$ cat config.mk
export PLATFORM = sky130hd
export DESIGN_NAME = seq_divider
export DESIGN_NICKNAME = d
export VERILOG_FILES = /design/src/rtl/seq_divider.sv
export SDC_FILE = /design/constraint.sdc
export NUM_CORES = 1
export LEC_CHECK = 0
export BUFFER_PORTS_ARGS = -buffer_cell sky130_fd_sc_hd__buf_4
export CORE_ASPECT_RATIO = 0.6
export CORE_UTILIZATION = 35
export DETAILED_ROUTE_END_ITERATION = 8
export GPL_TIMING_DRIVEN = 0
export PLACE_DENSITY = 0.59
export SYNTH_ARGS = -nofsm -noshare
export SYNTH_HDL_FRONTEND = slang
export SYNTH_SLANG_ARGS = --single-unit
export TNS_END_PERCENT = 5
$ cat constraint.sdc
create_clock -name Clk -period 4.6 [get_ports Clk]
set_input_delay 0.92 -clock Clk [delete_from_list [all_inputs] [get_ports Clk]]
set_output_delay 0.92 -clock Clk [all_outputs]
set_load 0.02 [all_outputs]
$ cat src/rtl/seq_divider.sv
// Iterative restoring divider returning RISC-V DIV/DIVU/REM/REMU results.
// Signed operands are divided as magnitudes and the signs are restored in
// a single fixup cycle; divide-by-zero and signed overflow bypass the loop.
//
//   state  | meaning
//   -------+-------------------------------------------------------------
//   IDLE   | waiting for Start
//   DIVIDE | one shift-subtract iteration per cycle, WIDTH cycles
//   FIXUP  | apply sign correction and load Quotient/Remainder
//   DONE   | Done high for one cycle; Start here chains a new request
module seq_divider #(
  parameter int WIDTH = 32
) (
  input  logic             Clk,
  input  logic             Reset,
  input  logic             Start,
  input  logic             Signed_Op,
  input  logic [WIDTH-1:0] Dividend,
  input  logic [WIDTH-1:0] Divisor,
  output logic             Busy,
  output logic             Done,
  output logic [WIDTH-1:0] Quotient,
  output logic [WIDTH-1:0] Remainder
);

  localparam int CW = $clog2(WIDTH + 1);
  localparam logic [CW-1:0] LAST_ITER = CW'(WIDTH - 1);
  localparam logic [WIDTH-1:0] MOST_NEG = {1'b1, {(WIDTH-1){1'b0}}};

  typedef enum logic [1:0] {S_IDLE, S_DIVIDE, S_FIXUP, S_DONE} state_t;

  state_t state, state_nxt;

  logic [CW-1:0]    cnt;
  logic [WIDTH-1:0] acc;
  logic [WIDTH-1:0] wq;
  logic [WIDTH-1:0] dvsr;
  logic             q_neg;
  logic             r_neg;

  logic             accept;
  logic             div_zero;
  logic             sign_ovf;
  logic             special;
  logic [WIDTH-1:0] dvd_mag;
  logic [WIDTH-1:0] dvs_mag;
  logic [WIDTH:0]   shift_in;
  logic [WIDTH:0]   trial;

  // Request qualification and the zero-iteration special cases.
  assign accept   = Start && ((state == S_IDLE) || (state == S_DONE));
  assign div_zero = (Divisor == '0);
  assign sign_ovf = Signed_Op && (Dividend == MOST_NEG) && (Divisor == '1);
  assign special  = div_zero || sign_ovf;

  // The most-negative value negates to itself, which is its correct
  // magnitude when read as unsigned.
  assign dvd_mag = (Signed_Op && Dividend[WIDTH-1]) ? -Dividend : Dividend;
  assign dvs_mag = (Signed_Op && Divisor[WIDTH-1])  ? -Divisor  : Divisor;

  // acc < dvsr holds throughout, so bit WIDTH of the trial is a true sign bit.
  assign shift_in = {acc, wq[WIDTH-1]};
  assign trial    = shift_in - {1'b0, dvsr};

  // State register.
  always_ff @(posedge Clk) begin
    if (Reset) state <= S_IDLE;
    else       state <= state_nxt;
  end

  // Next-state decode.
  always_comb begin
    state_nxt = state;
    case (state)
      S_IDLE, S_DONE: state_nxt = accept ? (special ? S_DONE : S_DIVIDE) : S_IDLE;
      S_DIVIDE:       if (cnt == LAST_ITER) state_nxt = S_FIXUP;
      S_FIXUP:        state_nxt = S_DONE;
      default:        state_nxt = S_IDLE;
    endcase
  end

  // Status outputs decoded from state.
  always_comb begin
    Busy = 1'b0;
    Done = 1'b0;
    case (state)
      S_DIVIDE, S_FIXUP: Busy = 1'b1;
      S_DONE:            Done = 1'b1;
      default:           ;
    endcase
  end

  // Operand capture, shift-subtract iterations and result load.
  always_ff @(posedge Clk) begin
    if (Reset) begin
      cnt       <= '0;
      acc       <= '0;
      wq        <= '0;
      dvsr      <= '0;
      q_neg     <= 1'b0;
      r_neg     <= 1'b0;
      Quotient  <= '0;
      Remainder <= '0;
    end else begin
      case (state)
        S_IDLE, S_DONE: begin
          if (accept) begin
            if (div_zero) begin
              Quotient  <= '1;
              Remainder <= Dividend;
            end else if (sign_ovf) begin
              Quotient  <= Dividend;
              Remainder <= '0;
            end else begin
              cnt   <= '0;
              acc   <= '0;
              wq    <= dvd_mag;
              dvsr  <= dvs_mag;
              q_neg <= Signed_Op && (Dividend[WIDTH-1] ^ Divisor[WIDTH-1]);
              r_neg <= Signed_Op && Dividend[WIDTH-1];
            end
          end
        end
        S_DIVIDE: begin
          acc <= trial[WIDTH] ? shift_in[WIDTH-1:0] : trial[WIDTH-1:0];
          wq  <= {wq[WIDTH-2:0], ~trial[WIDTH]};
          cnt <= cnt + CW'(1);
        end
        S_FIXUP: begin
          Quotient  <= q_neg ? -wq  : wq;
          Remainder <= r_neg ? -acc : acc;
        end
        default: ;
      endcase
    end
  end

endmodule

==> results of run 1 <==
-- kinds of logic (layout without fill, tap and decap cells) --
group	count (synthesis)	in the layout	share of synthesized area (%)
buffers and inverters	154	317	5.70
adders and majority gates	42	42	4.64
and+or+nand+nor	539	539	22.6
muxes	9	9	0.785
DFF	170	170	29.7
AOI/OAI and AO/OA	414	414	25.4
xor gates and xnor gates	146	146	11.1
-- routing by layer --
metal	wire, um	vias up	GRT usage (%)	part of all wire, %
met5	0	-	0	0
met4	471	0	5.19	1.0
met3	5660	44	9.33	12
met2	16600	638	34.3	36
met1	23800	5783	43.3	51
li1	-	5710	-	-
-- power by group through the flow --
stage                     clock [mW]  sequential, mW  combinational [mW]
after floorplan                    0            2.22                2.11
after global placement             0            2.14                3.40
after detailed placement           0            2.15                3.42
after CTS                       1.62            2.12                3.44
after global routing            1.68            2.16                3.81
final                           1.62            2.12                3.54
-- state kept, by name, indices dropped and copies added (netlist names) --
signal,flops
Quotient,32
Remainder,32
acc,32
cnt,6
dvsr,32
q_neg,1
r_neg,1
state,2
wq,32
-- area by class of cell --
type / instances / area share (%)
Timing Repair Buffer: 131 / 7.22
Buffer: 103 / 3.40
Clock buffer: 21 / 3.45
Inverter: 51 / 1.41
Sequential cell: 170 / 25.0
Tap cell: 416 / 3.82
Clock inverter: 11 / 1.23
Multi-Input combinational cell: 1150 / 54.5
-- synthesized netlist by cell type (7+ instances only) --
cell type,number
a211oi_1,74
a21o_1,13
a21oi_1,63
a221oi_1,22
a22oi_1,25
a311oi_1,14
a31oi_1,9
a32oi_1,8
and3_1,7
buf_2,30
clkbuf_1,65
dfxtp_1,170
ha_1,41
inv_1,51
mux2i_1,9
nand2_1,111
nand2b_1,10
nand3_1,52
nand4_1,19
nor2_1,187
nor3_1,61
nor4_1,12
o211ai_1,7
o21ai_0,73
o22ai_1,12
o31ai_1,32
o41ai_1,14
or2_2,8
or3_1,22
or4_1,14
xnor2_1,100
xor2_1,46
-- metrics by stage --
stage	utilization [%]	setup slack (ns)	instances	total power, mW	hold WS [ns]
CTS	42.9	0.378	2053	7.17	0.459
floorplan	-	1.34	1474	4.34	0.432
global placement	40.9	-0.0469	2021	5.54	0.441
detailed placement	40.9	-0.0928	2021	5.57	0.450
finish	42.9	0.343	2053	7.28	0.460
global route	42.9	0.124	2053	7.65	0.485
-- worst paths after layout --
kind,startpoint,endpoint,slack (ns)
worst max register to register,wq[31],acc[31],0.54
worst min register to register,dvsr[31],dvsr[31],0.46
worst max-delay path,Divisor[3],Quotient[0],0.34
worst min-delay path,dvsr[31],dvsr[31],0.46
-- timing repair --
item                       in CTS  in global routing
setup endpoints to repair       0                  1
resized for setup               0                  1
hold endpoints to repair        0                  0
-- worst max-delay path: cells and delay by family --
family / cells / cell delay [ns]
buffers and inverters: 1 / 0.13
AO/OA/AOI/OAI: 3 / 1.74
AND/OR/NAND/NOR: 4 / 1.76
==> results.toml, run 1 <==
[grt]
grt_start_max_net_pins = 17
grt-ovfl-total = 0
antenna_found_initial = 0
grt_pass1_wl_um = 68600
grt_pass1_vias = 10963
grtUsageTotal_pct = 27.4

[placed_design]
numPortBuffers = 131
dpl.hpwl_um = 37300
place.gp.congestion = 0.967
placed_cell_area_mm2 = 0.0130

[floorplanning]
core_mm2 = 0.0317
num_rows = 50
start_util_pct = 36.2
dieArea_mm2 = 0.0335
die_x_um = 236
die_h_um = 142
io_pins = 134

[timing]
final_max_slew_viol_count = 0
finalSetupTns_ns = 0
skew_ns = 0.00918
rsz0062_at_grt = "no"
max_freq_mhz = 235
fin_crit_ns = 4.26
hold_viol = 0
timing.final.crit_share_pct = 92.5
setup_violations = 0
tightest_slew_ns = 1.24
relSlewSlack_pct = 16.4

[synth]
ys.flop_type = "dfxtp_1"
synth_area_leaders = "dfxtp_1 (30%), xnor2_1 (7.6%), nor2_1 (6.1%)"
ys_seq_area_share_pct = 29.7
syn-cell-area_mm2 = 0.0115
syn_nets = 1584
synth_top_area_cell = "dfxtp_1"
ys_warn_count = 0
syn-instance-count = 1474
netlist.area_leader.share_pct = 29.7
avgSynthCellArea_um2 = 7.79
ys_ff_latch = 170
synth_edf_count = 0
async_reset_ff_share_pct = 0
ys_types = 81

[finish]
fin_area_mm2 = 0.0136
fin_nets = 1734
layout.cells.most_common = "nor2_1"
drive_above_1_share_pct = 14.1
layout_common_cells = "nor2_1 (187), dfxtp_1 (170), buf_4 (133)"
areaGrowthSynthToFinish_pct = 18.7
fillers = 3250
n_antenna_cell = 0
multi_input_area_mm2 = 0.00742
regArea_mm2 = 0.00340

[drt]
via_count = 12175
drc = 0
wl_per_cell_um = 22.6
wirelength_um = 46500
ant_nets = 0
avgViaCountPerCell = 5.93
drt_pass1_iterations = 5
first_iter_violations = 1512

[setup_path]
reg2regPathDepth = 12
cp-end-kind = "flip-flop"
start_kind = "input pin"
cp.arrival_ns = 4.56
max_stage_delay_ns = 0.90
worst-path-max-fanout = 5
worst_ep_required_time_ns = 4.90
slowest_stage = "a2111oi_1"
worstSetupPathType = "input pin to flip-flop"
cp_cell_sequence = "buf_4 > or4_1 > nor4_1 > nand4_1 > o31ai_1 > a31oi_1 > a2111oi_1 > nor3_1"

[power]
peakVddDrop_mv = 0.290
power-per-cell-area_mw_per_mm2 = 534
p_seq_share_pct = 29.2
p_comb_share_pct = 48.6
p_clk_share_pct = 22.2
p_leak_nw = 5.22
swShare_pct = 45.0
p_switching_mw = 3.27
p_int_mw = 4.00

[clock_tree]
cts.clk_slew.worst_paths_ns = 0.07
cts_root_buf = "clkbuf_16"
cts_tree = "yes"
clock-sinks = 170
clock_latency_ns = 0.45
h-tree-depth = 4
postCtsSetupBuffers = 0
numCtsBuffers = 17
hold_buffers = 0
clockBufferDepth = 2

[worst_hold_path]
hold_depth = 2
hold_path_class = "flip-flop to flip-flop"

[run]
maxCapViolations = 0

[outcome]
status = "completed"
(Power assumes the default switching activity.)
==> run 2: changes to the inputs <==
Settings changed: BUFFER_PORTS_ARGS -buffer_cell sky130_fd_sc_hd__buf_4 to -buffer_cell sky130_fd_sc_hd__buf_2, CORE_UTILIZATION 35 to 44, PLACE_DENSITY 0.59 to 0.7.
Clock period 4.6 ns to 4.4 ns, I/O delays scaled along.
==> run 2 against run 1 <==
- first-iteration DRC count grew 15%
- highest routed layer unchanged
- clock-buffer cell count is 4 higher
- clock skew grew 0.00074 ns
- register-to-register slack got worse by 0.30 ns
- non-clock buffer count is the same
- routed wire length down 4.6%
- critical endpoint unchanged
- critical path depth decreased by 1
- cell area fell by 4.0%
- worst hold slack gained 0.0043 ns
- flip-flop and latch count unchanged
- sequential share of layout area rose by 1.1 points
- clock power is 15% lower
==> results.toml, run 2 (synthesis gave the netlist of run 1 again) <==
[setup_path]
worst-path-max-fanout = 8
crit_end = "Quotient[0]"
worstReg2RegEnd = "acc[25]"
critPathLaunch = "Dividend[13]"
worst_ep_required_time_ns = 4.69
cp-end-kind = "flip-flop"
cp.arrival_ns = 4.48
rr_startpoint = "acc[0]"
reg2regPathDepth = 11
start_kind = "input pin"
r2r_slack_ns = 0.24
worstSetupPathType = "input pin to flip-flop"

[clock_tree]
h-tree-depth = 4
clockBufferDepth = 2
cts.clk_slew.worst_paths_ns = 0.07
hold_buffers = 0
cts_resized = 0
numCtsBuffers = 17
clock-sinks = 170
postCtsSetupBuffers = 0
clock_latency_ns = 0.44
cts_tree = "yes"
cts_root_buf = "clkbuf_16"

[drt]
drc = 0
first_iter_violations = 1738
avgViaCountPerCell = 6.22
via_count = 12363
ant_nets = 0
wirelength_um = 44300
wl_per_cell_um = 22.3
drt_pass1_iterations = 6

[worst_hold_path]
hold_path_class = "flip-flop to flip-flop"

[placed_design]
dpl.hpwl_um = 35200
dp.cells = 1957
place.gp.congestion = 0.992
numPortBuffers = 131

[grt]
grt_pass1_wl_um = 66000
grtUsageTotal_pct = 32.9
grt-ovfl-total = 0
grt_pass1_vias = 10788
grt_start_max_net_pins = 17
antenna_found_initial = 1

[outcome]
status = "completed"

[finish]
fin_nets = 1734
drive_above_1_share_pct = 13.6
layout_common_cells = "nor2_1 (187), dfxtp_1 (170), buf_2 (161)"
fin_util_pct = 51.4
final_cells = 1987
areaGrowthSynthToFinish_pct = 13.9
layout.cells.most_common = "nor2_1"

[floorplanning]
dieArea_mm2 = 0.0268
die_h_um = 127
start_util_pct = 45.1
io_pins = 134
num_rows = 45
core_mm2 = 0.0254
die_x_um = 210

[timing]
finalSetupTns_ns = 0
fin_hold_ws_ns = 0.464
tightest_slew_ns = 1.19
fin_crit_ns = 4.19
timing.final.crit_share_pct = 95.3
rsz0062_at_grt = "no"
final_max_slew_viol_count = 0
hold_viol = 0
max_freq_mhz = 239
relSlewSlack_pct = 20.1
skew_ns = 0.00992
setup_violations = 0

[power]
p_leak_nw = 5.10
peakVddDrop_mv = 0.290
power-per-cell-area_mw_per_mm2 = 549

[run]
maxCapViolations = 0
==> run 2: through the flow <==
step | instance area [um2] | setup WS [ns] | total power, mW
4_1_cts | 13100 | 0.438 | 7.03
3_5_place_dp | 12600 | 0.0803 | 5.68
3_3_place_gp | 12600 | 0.0431 | 5.62
2_1_floorplan | 11500 | 1.18 | 4.53
6_report | 13100 | 0.209 | 7.17
5_1_grt | 13100 | 0.102 | 7.55
==> run 2: how the worst min path moves through the flow <==
stage,startpoint,to,slack (ns),depth (start not counted)
final,Quotient[14],Quotient[14],0.46,2
after global routing,Quotient[31],Quotient[31],0.48,2
after CTS,dvsr[5],dvsr[5],0.46,2
after detailed placement,Quotient[31],Quotient[31],0.46,2
after global placement,dvsr[31],dvsr[31],0.44,2
after floorplan,dvsr[5],dvsr[5],0.43,2
==> run 2: power breakdown <==
part           leakage, nW  total [mW]  switching [mW]  internal [mW]
Sequential            1.39        2.21           0.303           1.91
Clock                0.247        1.37           0.628          0.739
Combinational         3.47        3.60            2.41           1.19
Total                 5.10        7.17            3.34           3.83
==> run 2: critical path, cell delays in order <==
cell and delay, ns:
clkbuf_1 0.26, nor4_1 0.90, nand4b_1 0.39, o31ai_1 0.55, a31oi_1 0.47, a2111oi_0 0.94
nor3_1 0.08
==> run 2: routing by layer <==
layer	share of wire, %	vias up	track usage (%)
met1	49	5858	51.7
met3	15	39	13.1
met5	0	-	2.54
met4	1.2	0	6.99
li1	-	5721	-
met2	35	745	39.7
==> run 2: area by class of cell <==
| type | instances | area (um2) |
|---|---|---|
| Fill cell | 2555 | 12400 |
| Timing Repair Buffer | 131 | 656 |
| Sequential cell | 170 | 3400 |
| Inverter | 51 | 191 |
| Clock inverter | 4 | 20.0 |
| Clock buffer | 25 | 475 |
| Tap cell | 352 | 440 |
| Antenna cell | 1 | 2.50 |
| Buffer | 103 | 463 |
| Multi-Input combinational cell | 1150 | 7420 |
==> run 3: changes to the inputs <==
Settings changed: CTS_BUF_LIST set to sky130_fd_sc_hd__clkbuf_4 sky130_fd_sc_hd__clkbuf_8.
==> run 3 against run 2 <==
- clock power down 25%
- die area is the same
- routed wire length down 0.40%
- sequential share of layout area increased by 0.34 points
- non-clock buffer count did not move
- maximum frequency up 1.2%
- global-route usage down 0.14 points
- worst hold slack barely moved
- critical path depth stayed put
- via count rose by 0.30%
==> results.toml, run 3 (synthesis gave the netlist of run 1 again) <==
[grt]
grtUsageTotal_pct = 32.8
grt-ovfl-total = 0
grt_start_max_net_pins = 17
grt_pass1_vias = 10716
grt_use_met2_pct = 39.4
gr-max-usage-layer = "met1"
met1_usage_pct = 51.7
antenna_found_initial = 1
grt_pass1_wl_um = 65700
use_met3_pct = 13.7

[finish]
fillers = 2576
multi_input_area_mm2 = 0.00742
layout_common_cells = "nor2_1 (187), dfxtp_1 (170), buf_2 (161)"
fin_util_pct = 50.7
areaGrowthSynthToFinish_pct = 12.4
drive_above_1_share_pct = 14.0
layout.cells.most_common = "nor2_1"
regArea_mm2 = 0.00340
fin_nets = 1734

[power]
p_comb_share_pct = 52.7
p_switching_mw = 3.30
power-per-cell-area_mw_per_mm2 = 530
p_seq_share_pct = 32.3
swShare_pct = 48.3
p_leak_nw = 5.03
power_mw = 6.84
peakVddDrop_mv = 0.293
p_int_mw = 3.53
p_clk_share_pct = 15.0

[clock_tree]
clock-sinks = 170
clock_latency_ns = 0.50
hold_buffers = 0
cts_root_buf = "clkbuf_8"
clockBufferDepth = 2
cts_resized = 0
h-tree-depth = 4
postCtsSetupBuffers = 0
numCtsBuffers = 17
cts.clk_slew.worst_paths_ns = 0.09
cts_tree = "yes"

[floorplanning]
die_x_um = 210
die_h_um = 127
start_util_pct = 45.1
dieArea_mm2 = 0.0268
num_rows = 45
core_mm2 = 0.0254
io_pins = 134

[drt]
wirelength_um = 44100
wl_per_cell_um = 22.2
first_iter_violations = 1620
via_count = 12400
drc = 0
drt_pass1_iterations = 6
ant_nets = 0
avgViaCountPerCell = 6.24

[timing]
timing.final.crit_share_pct = 94.1
finalWorstSetupSlack_ns = 0.260
skew_ns = 0.0163
final_max_slew_viol_count = 0
tightest_slew_ns = 1.18
max_freq_mhz = 242
hold_viol = 0
setup_violations = 0
finalSetupTns_ns = 0
rsz0062_at_grt = "no"
relSlewSlack_pct = 20.7
fin_crit_ns = 4.14

[setup_path]
worst-path-max-fanout = 8
cp-end-kind = "flip-flop"
cp.arrival_ns = 4.48
path_delay_family = "compound AO/OA/AOI/OAI gates"
crit_buf_inv = 1
max_stage_delay_ns = 0.95
worst_ep_required_time_ns = 4.74
worstSetupPathType = "input pin to flip-flop"
cp_cell_sequence = "clkbuf_1 > nor4_1 > nand4b_1 > o31ai_1 > a31oi_1 > a2111oi_0 > nor3_1"
slowest_stage = "a2111oi_0"
cp.depth = 7
start_kind = "input pin"
reg2regPathDepth = 11

[placed_design]
pre_cts_ws_ns = 0.0803
numPortBuffers = 131
place.gp.congestion = 0.992
dpl.hpwl_um = 35200

[worst_hold_path]
hold_depth = 2
hold_path_class = "flip-flop to flip-flop"

[outcome]
status = "completed"

[run]
maxCapViolations = 0
-- run 3: cell types whose count changed in the layout (fill, tap and decap cells not counted) --
cell | previous run | this run
clkbuf_1 | 71 | 65
clkbuf_4 | 0 | 6
clkbuf_8 | 2 | 19
clkbuf_16 | 17 | 0
-- run 3: area by class of cell --
class	count	area share, %
multi-input cells	1150	57.5
repair buffers	131	5.08
clock buffers	25	2.38
flip-flops and latches	170	26.4
diodes	1	0.0194
well taps	352	3.41
plain buffers	103	3.59
clock inverters	4	0.155
inverters	51	1.48
-- run 3: path summary, 6_finish.rpt --
path	from	to	slack, ns
setup / recovery	Dividend[13]	Quotient[0]	0.26
hold / removal	Quotient[14]	Quotient[14]	0.46
setup reg to reg	acc[0]	acc[25]	0.40
hold reg to reg	Quotient[14]	Quotient[14]	0.46
-- run 3: worst reg2reg max path, cell delays in order, from the launching register on --
cell	delay, ns
dfxtp_1	0.50
inv_1	0.16
fa_1	0.47
nand2b_1	0.23
a21oi_1	0.24
o211a_1	0.24
o2111ai_1	0.26
o211a_1	0.30
nor3_1	0.66
clkbuf_1	0.54
a32oi_1	0.22
o21ai_0	0.11
-- run 3: routing by layer --
layer | up-vias | wire [um]
li1 | 5718 | -
met1 | 5859 | 21300
met2 | 782 | 15400
met3 | 41 | 6970
met4 | 0 | 512
met5 | - | 0
-- run 3: power groups by stage --
stage	Sequential [mW]	Clock [mW]	Combinational (mW)
6_report	2.21	1.03	3.60
4_1_cts	2.19	1.03	3.46
2_1_floorplan	2.32	0	2.21
5_1_grt	2.24	1.10	3.88
3_5_place_dp	2.23	0	3.45
3_3_place_gp	2.21	0	3.41
-- run 3: metrics by stage --
step	cell area, um2	std cells	hold slack, ns
floorplan	11500	1474	0.432
global route	12900	1986	0.485
CTS	12900	1986	0.468
finish	12900	1987	0.464
global placement	12600	1957	0.443
detailed placement	12600	1957	0.455
